`src/rtl/serial_subtractor.sv`:
```
// Bit-serial WIDTH-bit subtractor: a - b - bin, LSB-first, one bit per clock.
// Optional two's-complement overflow output enabled by defining SERIAL_SUB_OVF_EN.
module serial_subtractor #(
  parameter int unsigned WIDTH = 8
) (
  input  logic             clk,
  input  logic             rst,
  input  logic             start,
  input  logic [WIDTH-1:0] a,
  input  logic [WIDTH-1:0] b,
  input  logic             bin,
  output logic             busy,
  output logic             done,
  output logic [WIDTH-1:0] diff,
  output logic             bout
`ifdef SERIAL_SUB_OVF_EN
  ,
  output logic             ovf
`endif
);

  localparam int unsigned CNT_W = (WIDTH > 1) ? $clog2(WIDTH) : 1;

  typedef enum logic [1:0] {
    IDLE  = 2'd0,
    SHIFT = 2'd1,
    DONE  = 2'd2
  } state_t;

  state_t             state_q, state_d;
  logic [WIDTH-1:0]   a_q, a_d;
  logic [WIDTH-1:0]   b_q, b_d;
  logic [WIDTH-1:0]   res_q, res_d;
  logic [WIDTH-1:0]   diff_q, diff_d;
  logic [CNT_W-1:0]   cnt_q, cnt_d;
  logic               br_q, br_d;
  logic               bout_q, bout_d;
  logic               busy_q, busy_d;
  logic               done_q, done_d;
  logic               d_bit_c;
  logic               br_next_c;
`ifdef SERIAL_SUB_OVF_EN
  logic               a_msb_q, a_msb_d;
  logic               b_msb_q, b_msb_d;
  logic               ovf_q, ovf_d;
`endif

  // Single full-subtractor stage on the current operand LSBs.
  always_comb begin
    d_bit_c   = a_q[0] ^ b_q[0] ^ br_q;
    br_next_c = (~a_q[0] & b_q[0]) | (~a_q[0] & br_q) | (b_q[0] & br_q);
  end

  always_comb begin
    state_d = state_q;
    a_d     = a_q;
    b_d     = b_q;
    res_d   = res_q;
    diff_d  = diff_q;
    cnt_d   = cnt_q;
    br_d    = br_q;
    bout_d  = bout_q;
`ifdef SERIAL_SUB_OVF_EN
    a_msb_d = a_msb_q;
    b_msb_d = b_msb_q;
    ovf_d   = ovf_q;
`endif
    case (state_q)
      // DONE accepts a new start exactly like IDLE, so ops can run back to back.
      IDLE, DONE: begin
        state_d = IDLE;
        if (start) begin
          a_d     = a;
          b_d     = b;
          br_d    = bin;
          cnt_d   = '0;
          state_d = SHIFT;
`ifdef SERIAL_SUB_OVF_EN
          a_msb_d = a[WIDTH-1];
          b_msb_d = b[WIDTH-1];
`endif
        end
      end
      SHIFT: begin
        a_d   = {1'b0, a_q[WIDTH-1:1]};
        b_d   = {1'b0, b_q[WIDTH-1:1]};
        res_d = {d_bit_c, res_q[WIDTH-1:1]};
        br_d  = br_next_c;
        cnt_d = cnt_q + CNT_W'(1);
        if (cnt_q == CNT_W'(WIDTH - 1)) begin
          state_d = DONE;
          diff_d  = {d_bit_c, res_q[WIDTH-1:1]};
          bout_d  = br_next_c;
`ifdef SERIAL_SUB_OVF_EN
          ovf_d   = (a_msb_q != b_msb_q) & (d_bit_c != a_msb_q);
`endif
        end
      end
      default: state_d = IDLE;
    endcase
    busy_d = (state_d == SHIFT);
    done_d = (state_d == DONE);
  end

  always_ff @(posedge clk or posedge rst) begin
    if (rst) begin
      state_q <= IDLE;
      a_q     <= '0;
      b_q     <= '0;
      res_q   <= '0;
      diff_q  <= '0;
      cnt_q   <= '0;
      br_q    <= 1'b0;
      bout_q  <= 1'b0;
      busy_q  <= 1'b0;
      done_q  <= 1'b0;
`ifdef SERIAL_SUB_OVF_EN
      a_msb_q <= 1'b0;
      b_msb_q <= 1'b0;
      ovf_q   <= 1'b0;
`endif
    end else begin
      state_q <= state_d;
      a_q     <= a_d;
      b_q     <= b_d;
      res_q   <= res_d;
      diff_q  <= diff_d;
      cnt_q   <= cnt_d;
      br_q    <= br_d;
      bout_q  <= bout_d;
      busy_q  <= busy_d;
      done_q  <= done_d;
`ifdef SERIAL_SUB_OVF_EN
      a_msb_q <= a_msb_d;
      b_msb_q <= b_msb_d;
      ovf_q   <= ovf_d;
`endif
    end
  end

  assign busy = busy_q;
  assign done = done_q;
  assign diff = diff_q;
  assign bout = bout_q;
`ifdef SERIAL_SUB_OVF_EN
  assign ovf  = ovf_q;
`endif

endmodule

```
`config.mk`:
```
export PLATFORM = sky130hd
export DESIGN_NAME = serial_subtractor
export DESIGN_NICKNAME = d
export VERILOG_FILES = /design/src/rtl/serial_subtractor.sv
export SDC_FILE = /design/constraint.sdc
export NUM_CORES = 1
export LEC_CHECK = 0
export CAP_MARGIN = 20
export CORE_MARGIN = 2
export CORE_UTILIZATION = 28
export CTS_BUF_LIST = sky130_fd_sc_hd__clkbuf_8
export CTS_CLUSTER_SIZE = 30
export DETAILED_ROUTE_END_ITERATION = 8
export GPL_TIMING_DRIVEN = 0
export PLACE_DENSITY = 0.47
export SLEW_MARGIN = 0
export SYNTH_ARGS = -nofsm -noshare
export SYNTH_HDL_FRONTEND = slang
export SYNTH_SLANG_ARGS = --single-unit
```
`constraint.sdc`:
```
create_clock -name clk -period 1.4 [get_ports clk]
set_input_delay 0.21 -clock clk [delete_from_list [all_inputs] [get_ports clk]]
set_output_delay 0.21 -clock clk [all_outputs]
set_load 0.02 [all_outputs]
```
* After elaboration in Yosys (flattened, before gate mapping)
Index checks and enable logic that the tools add are counted.
** Storage, ports and cells
- Bits in registers :: 41
- Word-level logic and storage cells :: 41
- Output and inout bits :: 11
- Input port bits :: 20
** Cells by class
- $add $sub $neg :: 1
- Eq/ne operators :: 6
- Bitwise gates (word level) :: 8
- Mux-type cells :: 11
- Reduce and logical (&&, ||, !) cells :: 5
** Operators with widths (number)
- $pmux W8 S2 :: 2
- $mux W8 :: 2
- $pmux W3 S2 :: 1
- $eq A2 B1 Y1 const B :: 2
- $eq A2 B2 Y1 const B :: 2
- $pmux W2 S2 :: 1
- $reduce_and A2 Y1 :: 2
- $add A3 B1 Y3 const B :: 1
- $and A1 B1 Y1 :: 3
- $eq A3 B3 Y1 const B :: 1
- $mux W3 :: 1
- $logic_not A2 Y1 :: 1
- $mux W1 :: 2
- $mux W2 :: 1
- $ne A2 B2 Y1 const B :: 1
- $or A1 B1 Y1 :: 2
- $pmux W1 S2 :: 1
- $reduce_bool A2 Y1 :: 1
- $reduce_or A2 Y1 :: 1
- $xor A1 B1 Y1 :: 2
- $not A1 Y1 :: 1

* Longest topological paths before layout
- Word-level depth :: 5
- Gate-level depth with buffers :: 6
- Gate-level depth less buffers :: 5

* Worst setup path before layout
No wires, ideal clock.
- Path kind :: register -> register
- Start :: register cnt_q[0]
- End :: register bout_q (netlist: bout)
- Buffers on the path :: 1
- Data required time :: 1.275 ns
- Period minus slack after synthesis :: 1.446 ns
- Library setup time :: 0.125 ns
- Path slack :: -0.046 ns
- Arrival :: 1.321 ns
- Stages on the path, launching flop included :: 6
- Cell sequence :: dfrtp_1 -> ha_1 -> ha_1 -> nand3b_4 -> buf_6 -> mux2_2
** On the way
- Word-level cells in the longest chain between the ends :: 2
** Ends and longest elaborated chain
- start, declared :: RTL line 35 : logic [CNT_W-1:0] cnt_q, cnt_d;
- start signal, assigned :: RTL line 128 : cnt_q <= cnt_d;
- $eq A3 B3 Y1 :: RTL line 90 : if (cnt_q == CNT_W'(WIDTH - 1)) begin
- $reduce_and A2 Y1 (no source line)
- end signal, assigned :: RTL line 130 : bout_q <= bout_d;
- end, declared :: RTL line 37 : logic bout_q, bout_d;
No other way between the ends.
A chain may end at the register's enable or synchronous reset.

* Worst setup path in the final report
- Start :: register cnt_q[0]
- End :: register diff_q[1] (netlist: diff[1])
** On the way
- Word-level cells in the longest chain between the ends :: 2
** Ends and longest elaborated chain
- $eq A3 B3 Y1 :: RTL line 90
- $reduce_and A2 Y1 (no source line)
- end signal, assigned :: RTL line 127 : diff_q <= diff_d;
- end, declared :: RTL line 34 : logic [WIDTH-1:0] diff_q, diff_d;
No other way between the ends.

==> out/metrics.cfg <==
[worst_setup_path]
critical_path.startpoint_type = register
worstPathRequired_ps = 1580
path_max_fanout = 8
worst-endpoint-arrival_ps = 1570
setup.worst_path.end_class = register
path_class = register to register

[floorplan]
core_region_area_um2 = 5890
top_level_ports = 31
chipWidth_um = 82.0
num_rows = 28
die_y_um = 82.0
die-area_um2 = 6720
initial_core_util_pct = 28.9

[sta]
worst_slew_pin_slew_ps = 849
layout_min_cycle_time_ps = 1390
clock-skew-final_ps = 5.73
timing_max_transition_violations_final = 0
rsz_0062_raised_after_global_routing = true
hold_violations = 0
max_clock_freq_ghz = 0.720
postLayoutSetupSlackWorst_ps = 11.1
fin_crit_sh_pct = 99.2
max_slew_margin_pct = 43.3
finalSetupViolCount = 0

[global_routing]
track_usage_pct = 12.2
overflow = 0
first_global_vias = 1334
grt_pass1_wl_um = 6220
antenna_found_initial = 0
grt_start_max_net_pins = 41

[hold_path]
min-delay-path-class = input port to asynchronous set/reset pin

[placement]
placedCellCount = 256
hpwl_after_dpl_um = 2270
gp_congestion = 0.788
io_buffer_count = 30
post_placement_setup_slack_ps = -196

[status]
status = finished clean

[synth]
yosys_most_used_dff = sky130_fd_sc_hd__dfrtp_1
synth-edff-count = 0
yosysWarnings = 0
sequential_to_total_area_share_from_yosys_stat_pct = 58.8
post_synth_design_cell_area_um2 = 1700
synth.largest_area_cell = sky130_fd_sc_hd__dfrtp_1
post_synth_and_or_nand_nor_area_fraction_pct = 14.4
synth.lib_cells_used.distinct = 23
synth.avg_cell_area_um2 = 11.3
synth-xor-area-share_pct = 0
postSynthRegisterBits = 40
yosys-top-cells-count = 40 x sky130_fd_sc_hd__dfrtp_1, 21 x sky130_fd_sc_hd__nand2_1, 11 x sky130_fd_sc_hd__nor2_1
post-synth-top-count-cell = sky130_fd_sc_hd__dfrtp_1
synth_top_cell_area_share_pct = 58.8
synth_cells = 151
synth_compound_area_share_pct = 10.9
synthesis.nets = 174
main_combinational_cell_family_by_area_after_synthesis = simple AND/OR/NAND/NOR gates
proportion_of_synthesized_flip_flops_having_asynchronous_set_or_reset_pct = 100
synthAdderAreaFrac_pct = 2.65
synth.area.mux_share_pct = 8.31
synth.top_cells.by_area = sky130_fd_sc_hd__dfrtp_1 59%, sky130_fd_sc_hd__mux2_2 6.0%, sky130_fd_sc_hd__nand2_1 4.6%, sky130_fd_sc_hd__o22ai_1 3.7%, sky130_fd_sc_hd__nor3_1 2.6%

[final_layout]
finalNonFillerCells = 270
layout.filler_cells = 602
syn_to_final_growth_pct = 35.6
num_antenna_cells = 0
drive_above_1_share_pct = 19.5
num-nets-final = 217

[clocking]
number_of_buffers_on_the_longest_clock_path = 2
cts.sinks = 40
cts_buffers = 5
insertion_delay_ps = 290
path_clk_slew_ps = 80
clock-root-buffer = sky130_fd_sc_hd__clkbuf_8
cts_tree = yes
cts.htree.levels = 2

[drt]
route.antenna.remaining_nets = 0
vias_per_cell = 4.62
initialDrtViolationCount = 58
route.layer.met1.wl_um = 1680
total_met2_wirelength_after_detailed_routing_um = 1620
drc = 0
route.vias.total = 1248
wirelength_um = 3510
firstDrtPassIters = 4
met3_length_um = 155
detail_route.wl_per_cell_um = 13.0
route.top_layer_used = met4

[power]
ir_worst_vdd_uv = 669
total_switching_power_mw = 1.80
power.density_cell_area_nw_per_um2 = 2240
power_frac_seq_pct = 39.0
power.switching_fraction_pct = 34.8
combinationalPowerShare_pct = 40.8
p_int_mw = 3.37
leakagePower_nw = 1.08
clock_power_share_pct = 20.2

[flow_run]
cap_viol_max_count = 0

-- critical path, stage by stage (launching register included) --
cell,delay (ps)
sky130_fd_sc_hd__dfrtp_1,400
sky130_fd_sc_hd__ha_2,190
sky130_fd_sc_hd__ha_4,160
sky130_fd_sc_hd__nand3b_4,80
sky130_fd_sc_hd__buf_8,140
sky130_fd_sc_hd__mux2_4,300
-- cell families (layout without fill, tap and decap cells) --
group	after synthesis	count (layout)
compound gates	29	29
fa+ha+maj	3	3
buf+inv	14	58
flops	40	40
mux	13	13
simple gates	52	52
-- registers in the layout, summed over array words and instances (netlist names) --
register  cells
res_q         7
b_q           8
busy          1
done          1
a_q           8
diff          8
br_q          1
bout          1
state_q       2
cnt_q         3
-- path summary, 6_finish.rpt --
check	startpoint	endpoint	slack, ps	cells after the start
setup / recovery	cnt_q[0]$_DFFE_PP0P_	diff[1]$_DFFE_PP0P_	10	5
hold / removal	rst	done$_DFF_PP0_	410	2
setup reg to reg	cnt_q[0]$_DFFE_PP0P_	diff[1]$_DFFE_PP0P_	10	5
hold reg to reg	res_q[1]$_DFFE_PP0P_	res_q[1]$_DFFE_PP0P_	480	2
max in group asynchronous	rst	state_q[0]$_DFF_PP0_	400	2
min in group clk	res_q[1]$_DFFE_PP0P_	res_q[1]$_DFFE_PP0P_	480	2
-- cell type report --
class / instances / area [um2] / area share, %
tap: 75 / 93.8 / 4.07
clock inverter: 1 / 30.0 / 1.30
buffer: 10 / 78.8 / 3.42
sequential: 40 / 1000 / 43.4
timing repair buffer: 36 / 332 / 14.4
inverter: 4 / 15.0 / 0.651
clock buffer: 7 / 96.3 / 4.18
multi-input combinational: 97 / 659 / 28.6
-- power groups by stage --
stage               clock network, mW  logic (mW)  registers [mW]
floorplan                           0        1.26            2.12
global placement                    0        1.98            2.02
detailed placement                  0        2.01            2.04
CTS                              1.06        2.08            2.02
global route                     1.11        2.42            2.10
finish                           1.04        2.11            2.02
-- stage by stage --
| step | util, % | TNS (ps) | hold slack [ps] | power (mW) | cell area [um2] |
|---|---|---|---|---|---|
| CTS | 38.9 | -35.0 | 446 | 5.16 | 2290 |
| floorplan | - | 0 | 338 | 3.38 | 1710 |
| global route | 39.2 | -187 | 488 | 5.63 | 2310 |
| detailed placement | 35.7 | -2100 | 464 | 4.06 | 2100 |
| global placement | 35.7 | -25860 | 461 | 4.00 | 2100 |
| finish | 39.2 | 0 | 411 | 5.17 | 2310 |
-- repair_timing --
item	in CTS	in global routing
endpoints found under the setup margin	17	15
hold endpoints to repair	0	0
buffers inserted	5	1
pin swaps	1	0
hold buffers	0	0
gates resized for setup	19	6
-- cells in the final DEF (no fill, tap or decap), types with 7 or more instances in the layout --
| cell | instances |
|---|---|
| sky130_fd_sc_hd__nand2_1 | 21 |
| sky130_fd_sc_hd__dlygate4sd2_1 | 11 |
| sky130_fd_sc_hd__clkdlybuf4s50_1 | 19 |
| sky130_fd_sc_hd__dfrtp_1 | 39 |
| sky130_fd_sc_hd__o22ai_1 | 10 |
| sky130_fd_sc_hd__nor2_1 | 11 |
| sky130_fd_sc_hd__clkbuf_8 | 7 |
| sky130_fd_sc_hd__nor3_1 | 8 |
| sky130_fd_sc_hd__buf_4 | 9 |
-- layer usage --
metal	global-route usage, %	vias up
met2	19.8	29
met5	0	-
met4	4.00	0
met3	3.74	8
met1	15.6	604
li1	-	607
Note: power is estimated with default switching activity, not from simulation.
==> RTL edit 1: new RTL, same flow settings <==
Change the parameter `WIDTH` from 8 to 16.
--- a/src/rtl/serial_subtractor.sv
+++ b/src/rtl/serial_subtractor.sv
@@ -2,5 +2,5 @@
 // Optional two's-complement overflow output enabled by defining SERIAL_SUB_OVF_EN.
 module serial_subtractor #(
-  parameter int unsigned WIDTH = 8
+  parameter int unsigned WIDTH = 16
 ) (
   input  logic             clk,
Interface: changed (resized a, b and diff); port bits go from 31 to 55. No check against the original RTL was run, so the function may have changed too.
==> RTL edit 1 against the original RTL <==
- power rose by 73%
- non-clock buffer count grew 34
- count of clock-buffer cells in the layout is 4 higher
- the flow now finishes with violations (setup timing)
- wire length rose by 72%
- highest routed layer unchanged
- worst setup slack worse by 0.12 ns
- critical path depth grew 1
- cell area up 80%
- hold slack got worse by 0.15 ns
- largest cell class unchanged
- sequential cell count rose by 33
- critical endpoint is now diff[5]
- area after synthesis increased by 76%
==> RTL edit 1: results (changes against the original RTL) <==
- Number of cells after detailed placement: 398 (+55%)
- Endpoint arrival time on the critical path: 1.74 ns (+0.17 ns)
* DP Worst Slack: -0.420 ns (-0.224 ns)
- Number of instances in the synthesized netlist: 206 (+36%)
* Net count after synthesis: 244 (+40%)
- The checks that failed: setup timing.
- Vias in the first global route: 1989 (+49%)
* TritonCTS buffer count: 9 (+4)
- Clock Tree Root: sky130_fd_sc_hd__clkbuf_8
- Metal2 WL: 2.71 mm (+67%)
- The maximum number of pins on one net before global-route repair was 31 (-24%).
- Setup total negative slack: -1.61 ns (-1.61 ns)
- The layout cell share with drive strength beyond 1 came to 26.5% (+7.0 points).
- The routed length on met3 came to 377 um (+140%).
- Net count of the finished layout: 320 (+47%)
- Total routing usage reported by global routing: 11.4% (-0.84 points)
- P_leak: 2.05 nW (+91%)
- The worst setup margin was -0.112 ns (-0.124 ns).
* Maximum ir drop on the vdd rail: 0.663 mV (-0.90%)
* Global-route wire length before repair: 10.0 mm (+62%)
- The post-route clock skew is 0.00633 ns (+0.000596 ns).
- The cell area after placement is 3760 um2 (+79%).
* Power density over the cells: 2160 nW/um2 (-3.5%)
- The transition time at the pin with the least slew margin came to 0.506 ns (-0.343 ns).
- Top cells by count, synth: sky130_fd_sc_hd__dfrtp_1 (73), sky130_fd_sc_hd__a22o_1 (34), sky130_fd_sc_hd__a21o_1 (32)
- The final-report setup violation count was 17 (+17).
- The count of fill cells added during filler insertion came to 1035 (+72%).
- Status: finished, violations left
- Count of buffers from port buffering: 54 (+80%)
- Cell types occupying the most area after synthesis: sky130_fd_sc_hd__dfrtp_1 (61%), sky130_fd_sc_hd__mux2_2 (10%), sky130_fd_sc_hd__a22o_1 (9.9%), sky130_fd_sc_hd__a21o_1 (8.0%), sky130_fd_sc_hd__mux2_1 (1.5%)
- The met1 layer wirelength in the final routing is 2.89 mm (+72%).
- The portion of the post-synthesis area used by sequential elements was 60.9% (+2.1 points).
* Vias per Instance: 4.57 (-1.0%)
- The routed length per placed instance is 14.3 um (+10%).
- The count of vias placed by the detailed router was 1935 (+55%).
- Post-synth cell types: 27 (+17%)
- The initial core utilization is 28.9% (about the same).
- The largest fanout on the critical path was 9 (+1).
* Number of DRC markers in iteration 0: 49 (-16%)
* Final GP Congestion: 0.660 (-16%)
-- RTL edit 1: cell count changes after synthesis, moves of 5 or more --
cell / before / now
sky130_fd_sc_hd__dfrtp_1: 40 / 73
sky130_fd_sc_hd__a21o_1: 0 / 32
sky130_fd_sc_hd__a22o_1: 4 / 34
sky130_fd_sc_hd__nand2_1: 21 / 0
sky130_fd_sc_hd__mux2_2: 9 / 27
sky130_fd_sc_hd__nor2_1: 11 / 1
sky130_fd_sc_hd__o22ai_1: 10 / 0
sky130_fd_sc_hd__nor3_1: 9 / 1
sky130_fd_sc_hd__nor2b_1: 6 / 1
sky130_fd_sc_hd__o21ai_0: 5 / 0
-- RTL edit 1: path summary, 6_finish.rpt --
| kind | start | to | slack (ns) |
|---|---|---|---|
| worst min-delay path | rst | diff[3] | 0.26 |
| worst max register to register | cnt_q[0] | diff[5] | -0.11 |
| max in group asynchronous | rst | a_q[8] | 0.63 |
| worst min register to register | a_q[14] | a_q[14] | 0.48 |
| worst max-delay path | cnt_q[0] | diff[5] | -0.11 |
| min in group clk | a_q[14] | a_q[14] | 0.48 |
-- RTL edit 1: cells by family (layout without fill, tap and decap cells) --
| group | count (synthesis) | count (layout) | share of synthesized area (%) |
|---|---|---|---|
| adder cells (fa/ha/maj) | 2 | 2 | 1.08 |
| AND/OR/NAND/NOR | 11 | 11 | 2.84 |
| flip-flops | 73 | 73 | 60.9 |
| buffers and inverters | 18 | 99 | 4.09 |
| multiplexers | 34 | 34 | 12.6 |
| AO/OA/AOI/OAI | 68 | 68 | 18.4 |
-- RTL edit 1: report_power, final --
group          internal, mW  switching (mW)
clock                  1.09           0.754
combinational          2.03            1.46
sequential             3.07           0.570
-- RTL edit 1: final cells by class --
type | instances | area share [%]
tap | 136 | 4.10
inverter | 3 | 0.362
clock buffer | 11 | 3.65
buffer | 15 | 3.89
clock inverter | 5 | 1.87
timing repair buffer | 65 | 15.4
sequential | 73 | 44.1
multi-input combinational | 115 | 26.7
-- RTL edit 1: per-layer routing --
metal  vias to the layer above  GRT usage, %
met5                         -             0
met4                         0          3.57
met3                         6          4.54
met2                        46          17.5
met1                       975          14.7
li1                        908             -
-- RTL edit 1: worst reg2reg max path: cells and delay by family, from the launching register on --
kind                     cells  cell delay (ns)
flip-flops                   1             0.39
multiplexers                 1             0.32
buffers and inverters        2             0.27
AND/OR/NAND/NOR              2             0.26
adder cells (fa/ha/maj)      1             0.16
-- RTL edit 1: timing repair --
item | 4_1_cts | 5_1_grt
hold endpoints to repair | 0 | 0
pin swaps | 2 | 2
buffers inserted | 6 | 3
gates resized for setup | 38 | 10
endpoints found under the setup margin | 79 | 64
==> RTL edit 2: new RTL, same settings <==
Without the edit above. Register the output `diff` once more, cleared by the reset; this adds one clock of latency there. The other outputs are not delayed to match.
--- a/src/rtl/serial_subtractor.sv
+++ b/src/rtl/serial_subtractor.sv
@@ -141,5 +141,11 @@
   assign busy = busy_q;
   assign done = done_q;
-  assign diff = diff_q;
+  always_ff @(posedge clk or posedge rst) begin
+    if (rst) begin
+      diff <= '0;
+    end else begin
+      diff <= diff_q;
+    end
+  end
   assign bout = bout_q;
 `ifdef SERIAL_SUB_OVF_EN
Behaviour: not the same (a bounded check fails within 10 cycles, from zero or initial values and one cycle with rst high).
==> RTL edit 2 against the original RTL <==
- non-clock buffer count is 2 higher
- synthesized cell count is 4.6% higher
- wire length is 4.4% higher
- area after synthesis is 13% higher
- sequential cell count is 8 higher
- sequential power is 18% higher
- worst setup slack worse by 0.00072 ns
- power is 9.4% higher
- via count is 5.9% higher
- cell area is 10% higher
==> RTL edit 2: results (changes against the original RTL) <==
- The run finished with clean final reports.
- The met2 layer usage reported by global route is 16.7% (-3.0 points).
- Proportion of synthesized chip area in sequential cells: 62.4% (+3.6 points)
- The met3 demand-to-capacity share in global routing came to 2.65% (-1.1 points).
* Power density over the cells: 2230 nW/um2 (-0.64%)
* P_leak: 1.18 nW (+9.6%)
- Post-synth cell types: 24 (+4.3%)
* Met3 wire length: 160 um (+3.2%)
- DP Worst Slack: -0.249 ns (-0.0536 ns)
- The post-route clock skew was 0.00852 ns (+0.00279 ns).
- The first-pass GRT wire length was 6.47 mm (+4.0%).
* Number of cells after detailed placement: 269 (+5.1%)
* Mean instance size in the synthesized netlist: 12.2 um2 (+8.1%)
* Vias in the first global route: 1336 (+0.15%)
- Pint: 3.72 mW (+10%)
- Share of post-route cells with drive strength above 1: 20.1% (+0.61 points)
- Final GP Congestion: 0.684 (-13%)
- By count the netlist is led by sky130_fd_sc_hd__dfrtp_1 (48), sky130_fd_sc_hd__nand2_1 (20), sky130_fd_sc_hd__nor2_1 (13).
- The number of design-rule violations left by the first detailed-router iteration was 42 (-28%).
- The final net count came to 226 (+4.1%).
- Maximum number of pins on one net before global-route repair: 33 (-20%)
- Vias per Instance: 4.65 (+0.71%)
* Cell types occupying the most area after synthesis: sky130_fd_sc_hd__dfrtp_1 (62%), sky130_fd_sc_hd__mux2_2 (5.3%), sky130_fd_sc_hd__nand2_1 (3.9%), sky130_fd_sc_hd__o22ai_1 (3.9%), sky130_fd_sc_hd__buf_6 (3.5%)
* Total routing usage reported by global routing: 10.8% (-1.4 points)
- Combinational Power Share: 39.6% (-1.2 points)
- The total non-filler cell area in the finished layout was 2540 um2 (+10%).
RTL edit 2: cell count changes after synthesis, sizes merged:
cell	before	now
a22oi	1	0
a211oi	4	3
a21oi	5	4
dfrtp	40	48
nor2b	6	5
o22ai	10	12
nand2	21	20
nor3	9	11
nor2	11	13
mux2i	4	3
nand3	2	1
RTL edit 2: worst max-delay path, cell delays in order (launching register included):
cell,delay [ns]
sky130_fd_sc_hd__dfrtp_1,0.39
sky130_fd_sc_hd__ha_2,0.20
sky130_fd_sc_hd__ha_4,0.16
sky130_fd_sc_hd__nand3b_4,0.09
sky130_fd_sc_hd__buf_8,0.14
sky130_fd_sc_hd__mux2_4,0.30
RTL edit 2: logic make-up after synthesis:
kind of cell	share of synthesized area (%)
buf+inv	5.59
flops	62.4
compound gates	9.23
mux	6.82
simple gates	13.6
fa+ha+maj	2.34
RTL edit 2: timing repair:
item	4_1_cts	5_1_grt
endpoints found under the setup margin	18	10
gates cloned	0	0
pin swaps	1	1
buffers inserted	6	1
resized for setup	19	1
RTL edit 2: cell type report:
type / instances / area share, %
flip-flops and latches: 48 / 47.3
multi-input cells: 96 / 25.8
repair buffers: 38 / 14.1
well taps: 80 / 3.94
plain buffers: 10 / 3.79
clock buffers: 5 / 2.71
clock inverters: 3 / 1.82
inverters: 4 / 0.591
RTL edit 2: path summary, 6_finish.rpt:
kind | start | end | slack (ns) | cells past startpoint
min in group clk | diff_q[7] | diff[7] | 0.38 | 0
worst min register to register | diff_q[7] | diff[7] | 0.38 | 0
worst min-delay path | rst | diff[7] | 0.22 | 2
worst max-delay path | cnt_q[1] | diff_q[0] | 0.01 | 5
worst max register to register | cnt_q[1] | diff_q[0] | 0.01 | 5
max in group asynchronous | rst | a_q[2] | 0.69 | 3
